`config.mk`:
```
export PLATFORM = sky130hd
export DESIGN_NAME = slave_bus_bridge
export DESIGN_NICKNAME = d
export VERILOG_FILES = /design/src/rtl/cdi_slave_pkg.sv /design/src/rtl/sync_rise_detect.sv /design/src/rtl/slave_bus_bridge.sv
export SDC_FILE = /design/constraint.sdc
export NUM_CORES = 1
export LEC_CHECK = 0
export BUFFER_PORTS_ARGS = -buffer_cell sky130_fd_sc_hd__buf_2
export CAP_MARGIN = 10
export CORE_MARGIN = 4
export CORE_UTILIZATION = 47
export DETAILED_ROUTE_END_ITERATION = 8
export PLACE_DENSITY = 0.75
export REMOVE_ABC_BUFFERS = 1
export SYNTH_ARGS = -nofsm -noshare
export SYNTH_HDL_FRONTEND = slang
export SYNTH_SLANG_ARGS = --single-unit
```
`constraint.sdc`:
```
create_clock -name clk -period 2 [get_ports clk]
set_input_delay 0.4 -clock clk [delete_from_list [all_inputs] [get_ports clk]]
set_output_delay 0.4 -clock clk [all_outputs]
set_load 0.005 [all_outputs]
```
`src/rtl/cdi_slave_pkg.sv`:
```
// rtl/cdi_slave_pkg.sv - shared types and constants for the CDi slave bus bridge
package cdi_slave_pkg;

  typedef enum logic [2:0] {
    ST_IDLE  = 3'd0,
    ST_DELAY = 3'd1,
    ST_IRQ   = 3'd2,
    ST_WAIT  = 3'd3,
    ST_ACK   = 3'd4,
    ST_ERR   = 3'd5,
    ST_HOLD  = 3'd6
  } slave_bridge_state_t;

  localparam logic [15:0] SLAVE_TIMEOUT_DATA = 16'hFFFF;

endpackage

```
`src/rtl/sync_rise_detect.sv`:
```
// rtl/sync_rise_detect.sv - 2-flop synchroniser with registered rising-edge pulse
module sync_rise_detect (
  input  logic clk,
  input  logic reset,
  input  logic din,
  output logic rise
);

  logic [1:0] sync_q;
  logic       prev_q;

  // All-ones reset keeps a line that idles high from looking like an edge.
  always_ff @(posedge clk) begin
    if (reset) begin
      sync_q <= 2'b11;
      prev_q <= 1'b1;
      rise   <= 1'b0;
    end else begin
      sync_q <= {sync_q[0], din};
      prev_q <= sync_q[1];
      rise   <= sync_q[1] & ~prev_q;
    end
  end

endmodule

```
`src/rtl/slave_bus_bridge.sv`:
```
// rtl/slave_bus_bridge.sv - host-to-68HC05 slave window handshake bridge
module slave_bus_bridge
  import cdi_slave_pkg::*;
#(
  parameter int IRQ_DELAY = 19,
  parameter int TIMEOUT   = 4096
) (
  input  logic        clk,
  input  logic        reset,
  input  logic        cs,
  input  logic        uds,
  input  logic        lds,
  input  logic        write_strobe,
  input  logic [1:0]  addr,
  input  logic [15:0] din,
  output logic [15:0] dout,
  output logic        bus_ack,
  output logic        bus_err,
  output logic [7:0]  slv_data,
  output logic [1:0]  slv_addr,
  output logic        slv_wr_n,
  output logic        slv_irq_n,
  input  logic [7:0]  slv_rdata,
  input  logic        slv_dtack_n
);

  localparam int CW = $clog2(TIMEOUT + 1);

  slave_bridge_state_t state, next_state;
  logic [CW-1:0] dly_cnt;
  logic [CW-1:0] tmo_cnt;
  logic [CW-1:0] tmo_inc;
  logic          ack_evt;
  logic          start;
  logic          timeout_hit;

  sync_rise_detect u_dtack_sync (
    .clk   (clk),
    .reset (reset),
    .din   (slv_dtack_n),
    .rise  (ack_evt)
  );

  assign start       = cs && (uds || lds);
  assign tmo_inc     = tmo_cnt + CW'(1);
  assign timeout_hit = (tmo_inc == CW'(TIMEOUT));

  always_comb begin
    next_state = state;
    case (state)
      ST_IDLE: if (start) next_state = ST_DELAY;
      ST_DELAY: begin
        if (!cs)                next_state = ST_IDLE;
        else if (ack_evt)       next_state = ST_ACK;
        else if (timeout_hit)   next_state = ST_ERR;
        else if (dly_cnt == '0) next_state = ST_IRQ;
      end
      ST_IRQ: begin
        if (!cs)              next_state = ST_IDLE;
        else if (ack_evt)     next_state = ST_ACK;
        else if (timeout_hit) next_state = ST_ERR;
        else                  next_state = ST_WAIT;
      end
      ST_WAIT: begin
        if (!cs)              next_state = ST_IDLE;
        else if (ack_evt)     next_state = ST_ACK;
        else if (timeout_hit) next_state = ST_ERR;
      end
      ST_ACK:  next_state = ST_HOLD;
      ST_ERR:  next_state = ST_HOLD;
      ST_HOLD: if (!cs) next_state = ST_IDLE;
      default: next_state = ST_IDLE;
    endcase
  end

  always_ff @(posedge clk) begin
    if (reset) begin
      state     <= ST_IDLE;
      dly_cnt   <= '0;
      tmo_cnt   <= '0;
      bus_ack   <= 1'b0;
      bus_err   <= 1'b0;
      slv_irq_n <= 1'b1;
      slv_wr_n  <= 1'b1;
      slv_data  <= 8'hFF;
      slv_addr  <= 2'b00;
      dout      <= 16'h0000;
    end else begin
      state   <= next_state;
      bus_ack <= (next_state == ST_ACK);
      bus_err <= (next_state == ST_ERR);
      // The pulse fires only if the transaction survives the IRQ cycle.
      slv_irq_n <= !((state == ST_IRQ) && (next_state == ST_WAIT));

      if ((state == ST_IDLE) && start) begin
        slv_addr <= addr;
        slv_wr_n <= !write_strobe;
        slv_data <= (uds && !lds) ? din[15:8] : din[7:0];
        dly_cnt  <= CW'(IRQ_DELAY - 1);
        tmo_cnt  <= '0;
      end else if ((state == ST_DELAY) || (state == ST_IRQ) || (state == ST_WAIT)) begin
        tmo_cnt <= tmo_inc;
        if ((state == ST_DELAY) && (dly_cnt != '0))
          dly_cnt <= dly_cnt - CW'(1);
      end else begin
        dly_cnt <= '0;
        tmo_cnt <= '0;
      end

      if (next_state == ST_ACK)
        dout <= {slv_rdata, slv_rdata};
      else if (next_state == ST_ERR)
        dout <= SLAVE_TIMEOUT_DATA;
    end
  end

endmodule

```
Word level (Yosys, flattened, before mapping)
Cells that the tools add are included.

word-level totals
  register bits after elaboration = 63
  bits of input ports = 33
  output and inout bits = 30
  logic and storage cells = 66

operators by class
  $add $sub $neg = 2
  eq/ne operators = 11
  mux-type cells = 19
  bitwise logic cells = 3
  reductions and logical operators = 17

operators with widths
  cell                   number
  $mux 3                 12
  $mux 16                2
  $pmux 3 s6             1
  $eq 3x3->1 const B     5
  $mux 5                 3
  $add 13x1->13 const B  1
  $eq 13x13->1 const B   1
  $logic_not 13->1       1
  $reduce_bool 13->1     1
  $sub 13x1->13 const B  1
  $eq 3x2->1 const B     3
  $mux 8                 1
  $logic_and 1x1->1      5
  $eq 3x1->1 const B     1
  $logic_not 1->1        3
  $logic_not 3->1        1
  $logic_or 1x1->1       3
  $ne 3x2->1 const B     1
  $reduce_or 3->1        1
  $not 1->1              2
  $reduce_bool 2->1      1
  $reduce_or 2->1        1
  $and 1x1->1            1

Depth between registers and ports, before layout
Gate-level depths: netlist of run 1.

  depth in word-level cells = 9
  depth in mapped cells = 8
  mapped depth without buffers = 8

Hierarchy
A second synthesis of run 1 with hierarchy kept.

second synthesis, totals
  cell total of the unflattened synthesis = 278
  area, all modules = 2,587.5 um^2

by module, submodules not included
  module            instances  cells an instance  area each (um^2)  sequential area each (um^2)
  slave_bus_bridge  1          270                2,481.1           1,021.0
  sync_rise_detect  1          8                  106.4             80.1

Worst setup path before layout of run 1
OpenSTA, ideal clock, no wires.

  path type = register -> register
  start point = register tmo_cnt[0]
  end point = register bus_err
  setup time = 0.060 ns
  arrival = 1.945 ns
  data required time = 1.940 ns
  path slack = -0.005 ns
  cell stages (with the launch flop) = 8
  path buffers = 0
  clock period less this slack = 2.005 ns
  path through = dfxtp_1 ha_1 nand3_2 nor3_2 mux2i_1 a41oi_2 nor2_2 and3_1

between the ends
  word-level cells in the longest chain between the ends = 7
  elaborated cells on any way between the ends = 13
  classes of those cells = add/sub (1); eq/ne (2); mux (10)

ends and longest elaborated chain
  item                              RTL line                                                                text
  start, declared                   slave_bus_bridge.sv:31                                                  logic [CW-1:0] tmo_cnt;
  start signal, assigned            slave_bus_bridge.sv:102                                                 tmo_cnt <= tmo_inc;
  $add 13x1->13 (*)                 slave_bus_bridge.sv:45                                                  assign tmo_inc = tmo_cnt + CW'(1);
  $eq 13x13->1 (*)                  slave_bus_bridge.sv:46                                                  assign timeout_hit = (tmo_inc == CW'(TIMEOUT));
  $mux 3, on equally long branches  slave_bus_bridge.sv:67, slave_bus_bridge.sv:61, slave_bus_bridge.sv:55
  $mux 3, on equally long branches  slave_bus_bridge.sv:66, slave_bus_bridge.sv:60, slave_bus_bridge.sv:54
  $mux 3, on equally long branches  slave_bus_bridge.sv:65, slave_bus_bridge.sv:59, slave_bus_bridge.sv:53
  $pmux 3 s6 (*)                    slave_bus_bridge.sv:50                                                  case (state)
  $eq 3x3->1 (*)                    slave_bus_bridge.sv:91                                                  bus_err <= (next_state == ST_ERR);
  end signal, assigned              slave_bus_bridge.sv:91
  end, declared                     slave_bus_bridge.sv:18                                                  output logic bus_err,

Mark *: on every way between the ends. The rest lies on a longest branch, timed or not.
A chain may end at the register's enable or synchronous reset.

Final worst setup path of run 1
  start point = register tmo_cnt[3]
  end point = register bus_ack

between the ends
  word-level cells in the longest chain between the ends = 7
  elaborated cells on any way between the ends = 13
  classes of those cells = add/sub (1); eq/ne (2); mux (10)

ends and longest elaborated chain
  item                              RTL line                                                                text
  $add 13x1->13 (*)                 slave_bus_bridge.sv:45
  $eq 13x13->1 (*)                  slave_bus_bridge.sv:46
  $mux 3, on equally long branches  slave_bus_bridge.sv:67, slave_bus_bridge.sv:61, slave_bus_bridge.sv:55
  $mux 3, on equally long branches  slave_bus_bridge.sv:66, slave_bus_bridge.sv:60, slave_bus_bridge.sv:54
  $mux 3, on equally long branches  slave_bus_bridge.sv:65, slave_bus_bridge.sv:59, slave_bus_bridge.sv:53
  $pmux 3 s6 (*)                    slave_bus_bridge.sv:50
  $eq 3x3->1 (*)                    slave_bus_bridge.sv:90                                                  bus_ack <= (next_state == ST_ACK);
  end signal, assigned              slave_bus_bridge.sv:90
  end, declared                     slave_bus_bridge.sv:17                                                  output logic bus_ack,

Marked as above.

==> results of run 1 <==
==> worst max-delay path: stages (launching register included) <==
cell,delay [ns]
dfxtp_2,0.40
nand4_1,0.19
buf_4,0.21
o21a_1,0.16
a31o_2,0.24
a41oi_2,0.14
o211ai_1,0.16
nor4b_2,0.30
==> area by class of cell <==
type                       count  share of cell area, %
clock buffer                   6                  2.675
inverter                      16                  1.946
multi-input combinational    193                  43.21
tap                           70                  2.837
sequential                    55                  36.08
timing repair buffer          74                  13.09
clock inverter                 1                 0.1621
==> how the worst max path moves through the flow <==
stage               start  cells after the start          to  slack (ns)
2_1_floorplan         uds                      3     bus_err        -0.1
3_3_place_gp   tmo_cnt[1]                      7     bus_err       -0.02
3_5_place_dp   tmo_cnt[1]                      7     bus_err       -0.10
4_1_cts        tmo_cnt[1]                      8     bus_ack       0.008
5_1_grt        dly_cnt[8]                      6  dly_cnt[1]       -0.04
6_report       tmo_cnt[3]                      7     bus_ack        0.12
==> cells by family after synthesis <==
logic type / after synthesis
buf+inv: 36
mux: 13
fa+ha+maj: 2
simple gates: 106
xor+xnor: 19
compound gates: 53
flops: 55
==> cell usage in the layout (no fill, tap or decap), drive strengths merged, types with 3 or more instances in the layout <==
master and n:
buf 74, nor2 42, o21a 9, or2 4, nand2 16, nand3 9, or3 6, xnor2 13
nor4 4, mux2i 13, a21oi 14, nor3 7, nor3b 3, a211o 9, inv 16, and3 4
dfxtp 55, clkbuf 6, xor2 6, nand4 4, o21ai 7
==> flip-flops by register name (all words and copies together), names as in the netlist <==
| name | count |
|---|---|
| dly_cnt | 13 |
| slv_addr | 2 |
| u_dtack_sync.prev_q | 1 |
| bus_ack | 1 |
| bus_err | 1 |
| dout | 8 |
| slv_data | 8 |
| slv_wr_n | 1 |
| slv_irq_n | 1 |
| u_dtack_sync.rise | 1 |
| state | 3 |
| u_dtack_sync.sync_q | 2 |
| tmo_cnt | 13 |
==> through the flow <==
step           utilization (%)   TNS, ns  worst slack [ns]  hold slack [ns]  cells
2_1_floorplan                -   -0.2354          -0.09833           0.3721    264
3_3_place_gp             56.30  -0.01712          -0.01712           0.3769    407
3_5_place_dp             56.30   -0.4630           -0.1037           0.3827    407
4_1_cts                  58.33         0          0.007656           0.2599    414
5_1_grt                  60.05  -0.08251          -0.04412           0.2675    415
6_report                 60.05         0            0.1162           0.2698    415
==> where the power goes <==
part / total [W] / switching (W) / internal (W)
Clock: 0.000611 / 0.000338 / 0.000272
Sequential: 0.00115 / 0.0000247 / 0.00113
Combinational: 0.000270 / 0.000138 / 0.000132
==> repair_timing <==
action,in CTS,in global routing
pin swaps,1,6
setup endpoints to repair,11,17
setup buffers,0,1
resized for setup,4,19
==> routing by layer <==
metal	part of all wire (%)	global-route usage [%]	up-vias
met4	2.0	8.108	0
met3	6.8	4.878	8
met2	45	27.09	53
met1	46	19.59	986
li1	-	-	1092
met5	0	0	-
==> metrics.csv, run 1 <==
metric,value,unit
wl,5087,µm
leakage,1.341,nW
core-area,5140,µm²
maxCapViolCount,0,
path_max_fanout,5,
hold_viol_final,0,
worstPathRequired,2.22,ns
cp-start-kind,flop,
critPathCaptureType,flop,
final_antenna_net_count,0,
antennaDiodeCount,0,
synthAdderAreaFrac,0.9960,%
ff2ff_setup_slack,0.12,ns
fill_cells,464,
min-delay-start,slv_dtack_n,
drt_iter0_drc,69,
async_reset_ff_share,0,%
via_count,2139,
synth_common_cells,"55 x dfxtp_1, 41 x nor2_1, 16 x inv_1, 16 x nand2_1, 14 x a21oi_1",
clock_skew,0.007316,ns
routabilityCongestion,0.8086,
dp_hpwl,3680,µm
port_buffers,62,
final_layout_size_suffix_gt1_share,32.75,%
htree_num_levels,2,
postSynthAreaPerCell,8.847,µm²
cts_tree,yes,
synth_top_area_share,43.82,%
whs_endpoint,u_dtack_sync.sync_q[0],
grtUsageTotal,16.49,%
synth_top_cell_by_area,dfxtp_1,
layout_worst_path_cycle_share,94.19,%
clock.fmax,530.8,MHz
synth_top_flop_cell,dfxtp_1,
reg2reg_depth,7,
worst_pin_slew,0.5016,ns
cts_buffers,5,
power,0.002034,W
fp.dieH,81.12,µm
power_per_cell_area,658.8,nW/µm²
ys_seq_elements,55,
status,finished clean,
first_global_vias,2027,
period_minus_slack,1.884,ns
area_growth,22.86,%
seqCellArea,1114,µm²
synth_edf_count,0,
core.rowCount,26,
die_w,81.12,µm
synth_cells,284,
grt_pass1_wl,8542,µm
antenna_found_initial,0,
initial_core_util,48.88,%
drt_pass1_iterations,4,
hp-class,input pin to flop,
ys_types,46,
synth_simple_gate_area_share,22.01,%
grt_max_degree,29,
worstSetupPathType,flop to flop,
drv_slew,0,
r2r_end,bus_ack,
synth_top_family_by_area,simple AND/OR/NAND/NOR gates,
grt-ovfl-total,0,
setup_viol_count_final,0,
dpl_cell_area,2894,µm²
synth_xor_area_share,6.624,%
critPathArrivalTime,2.11,ns
ir_drop,386.8,µV
cts_hold_buffers,0,
die-area,6580,µm²
nNetsFinal,380,
multi_input_area,1334,µm²
cts_num_sinks,55,
synth_area_leaders,"dfxtp_1 44%, nor2_1 6.1%, mux2i_1 5.2%",
clk_path_buf_depth,2,
muxShareOfSynthArea,5.179,%
clkSlewWorstSetupHoldPaths,0.09,ns
wl_per_cell,12.26,µm
drc,0,
io_pins,63,
syn_area,2512,µm²
hold_depth,2,
r2r_start,tmo_cnt[3],
synth-compound-area-share,14.79,%
clockRootBuffer,clkbuf_8,
viasPerCell,5.154,
yosysWarnings,0,
synth_most_common_cell,dfxtp_1,
max-slew-margin-rel,66.56,%
final_design_area_no_fill,3087,µm²
ys_seq_area_share,43.82,%
clk_latency,0.31,ns
No activity file was read; power rests on OpenSTA's default activity.
==> run 2: changes to the inputs <==
--- a/config.mk
+++ b/config.mk
@@ -8,9 +8,9 @@
 export BUFFER_PORTS_ARGS = -buffer_cell sky130_fd_sc_hd__buf_2
 export CAP_MARGIN = 10
 export CORE_MARGIN = 4
-export CORE_UTILIZATION = 47
+export CORE_UTILIZATION = 53
 export DETAILED_ROUTE_END_ITERATION = 8
-export PLACE_DENSITY = 0.75
+export PLACE_DENSITY = 0.8
 export REMOVE_ABC_BUFFERS = 1
 export SYNTH_ARGS = -nofsm -noshare
 export SYNTH_HDL_FRONTEND = slang
==> constraint.sdc (replaced) <==
create_clock -name clk -period 1.8 [get_ports clk]
set_input_delay 0.36 -clock clk [delete_from_list [all_inputs] [get_ports clk]]
set_output_delay 0.36 -clock clk [all_outputs]
set_load 0.005 [all_outputs]
==> metrics.csv, run 2 (synthesis results as in run 1) <==
metric,value,unit
cpPeakStageDelay,0.37,ns
cts_buffers,5,
pwr-share-clk,29.7,%
antenna_found_initial,0,
cts_tree,yes,
cp-startpoint,tmo_cnt[1],
grt_pass1_wl,9384,µm
violations,negative setup slack,
setup_ws,-0.2796,ns
critPathArrivalTime,2.29,ns
htree_num_levels,2,
fp.dieH,76.85,µm
seqPwrFrac,54.6,%
critPathCaptureType,flop,
drt_pass1_iterations,4,
setup_viol_count_final,14,
p_sw_share,26.67,%
top_regs,"dly_cnt x13, tmo_cnt x13",
drt_iter0_drc,103,
mostFrequentLayoutCell,buf_2,
max-slew-margin-rel,69.37,%
grt_setup_unrepaired,true,
clock_skew,0.008955,ns
area_growth,36.55,%
mostFrequentLayoutCells,"62 x buf_2, 47 x dfxtp_1, 40 x nor2_1, 36 x buf_4, 16 x nand2_1",
leakage,1.534,nW
worstPathRequired,2.02,ns
core.rowCount,24,
via_count,2332,
first_global_vias,2172,
power_frac_comb,15.7,%
maxCapViolCount,0,
worstSetupPathType,flop to flop,
clk_latency,0.31,ns
clkSlewWorstSetupHoldPaths,0.10,ns
r2r_start,tmo_cnt[1],
cp_cell_sequence,buf_6 -> nand4_1 -> buf_4 -> o21a_1 -> a31o_4 -> a41oi_4 -> nor2_2 -> buf_6 -> o21a_1,
p_sw,0.0006258,W
power_per_cell_area,684.0,nW/µm²
final_antenna_net_count,0,
grtUsageTotal,19.03,%
fill_cells,270,
routabilityCongestion,0.8383,
clock.fmax,480.9,MHz
power,0.002347,W
status,"finished, violations left",
hold_depth,2,
final_design_area_no_fill,3431,µm²
io_pins,63,
ir_drop,533.4,µV
die_w,76.85,µm
slowest_stage,dfxtp_2,
drv_slew,0,
die-area,5906,µm²
grt_max_degree,29,
p_int,0.001721,W
cts_num_sinks,55,
hold_viol_final,0,
port_buffers,62,
reg2reg_depth,9,
clockRootBuffer,clkbuf_8,
cts_hold_buffers,0,
drc,0,
period_minus_slack,2.080,ns
wl_per_cell,14.66,µm
wl,6305,µm
dpl_cell_area,2989,µm²
grt-ovfl-total,0,
path_max_fanout,8,
layout_worst_path_cycle_share,115.5,%
hp-class,input pin to flop,
cp-start-kind,flop,
viasPerCell,5.423,
initial_core_util,56.15,%
dp_hpwl,3921,µm
clk_path_buf_depth,2,
core-area,4474,µm²
nNetsFinal,412,
setup_tns,-3.162,ns
final_layout_size_suffix_gt1_share,41.80,%
worst_pin_slew,0.4573,ns
antennaDiodeCount,0,
min-delay-start,slv_dtack_n,
[run 2: cell types whose count changed in the layout (fill, tap and decap cells not counted), sizes merged]
cell	before	now
buf	74	106
clkbuf	6	5
clkinv	1	2
inv	16	17
[run 2: area by class of cell]
cell class                 count  area (µm²)  share of cell area [%]
clock buffer                   5       68.82                   2.006
clock inverter                 3       22.52                  0.6565
inverter                      16       60.06                   1.751
multi-input combinational    193        1410                   41.10
sequential                    55        1116                   32.53
tap                           52       65.06                   1.896
timing repair buffer         106       688.2                   20.06
[run 2: critical path: cells and delay by family (launching register included)]
family          cells  cell delay (ns)
buf+inv             3             0.47
simple gates        2             0.31
flops               1             0.37
compound gates      4             0.83
[run 2: routing by layer]
layer  part of all wire (%)  track usage (%)  vias to the layer above
met1                     42            21.50                     1093
met3                    5.9            4.450                       13
li1                       -                -                     1150
met2                     50            34.06                       76
met5                      0                0                        -
met4                    1.9            7.971                        0
[run 2: power by group through the flow]
stage	clock network [W]	logic, W	registers [W]
final	0.000697	0.000368	0.00128
after global routing	0.000772	0.000403	0.00129
after CTS	0.000713	0.000316	0.00128
after detailed placement	0	0.000312	0.00131
after global placement	0	0.000305	0.00131
after floorplan	0	0.000168	0.00131
[run 2: through the flow]
stage	utilization [%]	hold slack [ns]	instances	setup slack (ns)
after global routing	76.68	0.2307	430	-0.3779
after detailed placement	66.81	0.3888	403	-0.1700
after global placement	66.81	0.3763	403	-0.04831
after floorplan	-	0.3721	264	-0.2583
after CTS	71.34	0.2247	418	-0.09840
final	76.68	0.2258	430	-0.2796
[run 2: worst paths after layout]
check                                              end  slack (ns)
worst max-delay path                           dout[8]       -0.28
worst min-delay path            u_dtack_sync.sync_q[0]        0.23
worst max register to register                 dout[8]       -0.28
worst min register to register       u_dtack_sync.rise        0.40
[run 2: what timing repair did]
item	in CTS	in global routing
hold endpoints to repair	0	0
setup buffers	7	12
pin swaps	8	24
setup endpoints to repair	13	26
resized for setup	14	33
==> run 3: changes to the inputs <==
--- a/config.mk
+++ b/config.mk
@@ -7,10 +7,11 @@
 export LEC_CHECK = 0
 export BUFFER_PORTS_ARGS = -buffer_cell sky130_fd_sc_hd__buf_2
 export CAP_MARGIN = 10
+export CORE_ASPECT_RATIO = 1.4
 export CORE_MARGIN = 4
 export CORE_UTILIZATION = 53
 export DETAILED_ROUTE_END_ITERATION = 8
-export PLACE_DENSITY = 0.8
+export PLACE_DENSITY = 0.88
 export REMOVE_ABC_BUFFERS = 1
 export SYNTH_ARGS = -nofsm -noshare
 export SYNTH_HDL_FRONTEND = slang
==> metrics.csv, run 3 (synthesis results as in run 1) <==
metric,value,unit
grt_setup_unrepaired,true,
clock.fmax,493.9,MHz
drv_slew,0,
core.rowCount,29,
critPathArrivalTime,2.28,ns
ir_drop,598.3,µV
cp_cell_sequence,buf_6 -> nand4_1 -> buf_4 -> nor3_4 -> mux2i_2 -> a41oi_2 -> o211ai_1 -> and3_1,
setup_ws,-0.2245,ns
nNetsFinal,404,
maxCapViolCount,0,
top_regs,"dly_cnt x13, tmo_cnt x13",
cts_tree,yes,
setup_tns,-2.490,ns
worstSetupPathType,flop to flop,
max-slew-margin-rel,65.09,%
violations,negative setup slack,
drc,0,
cpPeakStageDelay,0.36,ns
path_max_fanout,3,
setup_viol_count_final,15,
p_sw,0.0006763,W
clockRootBuffer,clkbuf_8,
fill_cells,295,
grt_pass1_wl,10750,µm
final_antenna_net_count,0,
mostFrequentLayoutCells,"62 x buf_2, 44 x dfxtp_1, 40 x nor2_1, 32 x buf_4, 16 x nand2_1",
die_w,66.19,µm
status,"finished, violations left",
clk_path_buf_depth,2,
wl,7746,µm
cp-start-kind,flop,
dp_hpwl,4476,µm
clock_skew,0.007440,ns
grt-ovfl-total,0,
pwr-share-clk,29.8,%
power_frac_comb,16.9,%
fin_util,73.89,%
hp-class,input pin to flop,
worstPathRequired,2.06,ns
hold_viol_final,0,
hold_depth,2,
port_buffers,62,
reg2reg_depth,8,
power_per_cell_area,714.6,nW/µm²
viasPerCell,5.880,
worst_pin_slew,0.5237,ns
layout_worst_path_cycle_share,112.5,%
core-area,4572,µm²
mostFrequentLayoutCell,buf_2,
area_growth,34.46,%
cts_buffers,5,
slowest_stage,dfxtp_2,
clkSlewWorstSetupHoldPaths,0.11,ns
htree_num_levels,2,
period_minus_slack,2.025,ns
seqPwrFrac,53.3,%
routabilityCongestion,0.7989,
grt_max_degree,29,
antenna_found_initial,0,
final_layout_size_suffix_gt1_share,41.08,%
drt_iter0_drc,114,
initial_core_util,54.95,%
cts_num_sinks,55,
drt_pass1_iterations,7,
leakage,1.481,nW
via_count,2540,
wl_per_cell,17.93,µm
die-area,5922,µm²
first_global_vias,2405,
fp.dieH,89.47,µm
critPathCaptureType,flop,
clk_latency,0.31,ns
antennaDiodeCount,0,
p_int,0.001738,W
p_sw_share,28.01,%
io_pins,63,
grtUsageTotal,23.40,%
-- run 3: layout make-up --
cell class,count,area [µm²],area share [%]
Multi-Input combinational cell,193,1423,42.11
Sequential cell,55,1120,33.15
Timing Repair Buffer,98,604.3,17.89
Tap cell,62,77.57,2.296
Clock buffer,5,68.82,2.037
Inverter,16,62.56,1.852
Clock inverter,3,22.52,0.6667
-- run 3: layer usage --
metal	share of wire (%)	GRT usage, %	vias up
li1	-	-	1147
met3	6.9	4.528	35
met2	52	44.53	150
met4	4.6	11.09	0
met1	36	24.08	1208
met5	0	0	-
-- run 3: worst paths after layout --
kind                                           from                     end  slack [ns]
worst min register to register  u_dtack_sync.prev_q       u_dtack_sync.rise        0.41
worst max register to register           tmo_cnt[1]                 bus_err       -0.22
worst min-delay path                    slv_dtack_n  u_dtack_sync.sync_q[0]        0.23
worst max-delay path                     tmo_cnt[1]                 bus_err       -0.22
-- run 3: timing repair --
| action | in CTS | in global routing |
|---|---|---|
| hold buffers | 0 | 0 |
| setup buffers | 7 | 2 |
| resized for setup | 26 | 22 |
| pin swaps | 12 | 14 |
| cloned | 0 | 0 |
| setup endpoints to repair | 16 | 24 |
-- run 3: metrics by stage --
stage	hold slack (ns)	setup WS, ns	area (µm²)	cells	total power [W]
5_1_grt	0.2307	-0.3016	3378	432	0.002494
6_report	0.2259	-0.2245	3378	432	0.002414
4_1_cts	0.2247	-0.08046	3268	430	0.002343
3_5_place_dp	0.3860	-0.1804	3017	415	0.001642
2_1_floorplan	0.3721	-0.2583	2407	264	0.001479
3_3_place_gp	0.3756	-0.04725	3017	415	0.001624
-- run 3: worst max-delay path: cells and delay by family (launching register included) --
kind	cells	cell delay, ns
flops	1	0.36
simple gates	3	0.55
buf+inv	2	0.28
compound gates	2	0.46
mux	1	0.32
-- run 3: power by group through the flow --
stage | clock (W) | sequential [W] | combinational [W]
2_1_floorplan | 0 | 0.00131 | 0.000168
3_3_place_gp | 0 | 0.00130 | 0.000319
3_5_place_dp | 0 | 0.00131 | 0.000334
4_1_cts | 0.000717 | 0.00128 | 0.000344
5_1_grt | 0.000765 | 0.00129 | 0.000438
6_report | 0.000719 | 0.00129 | 0.000407
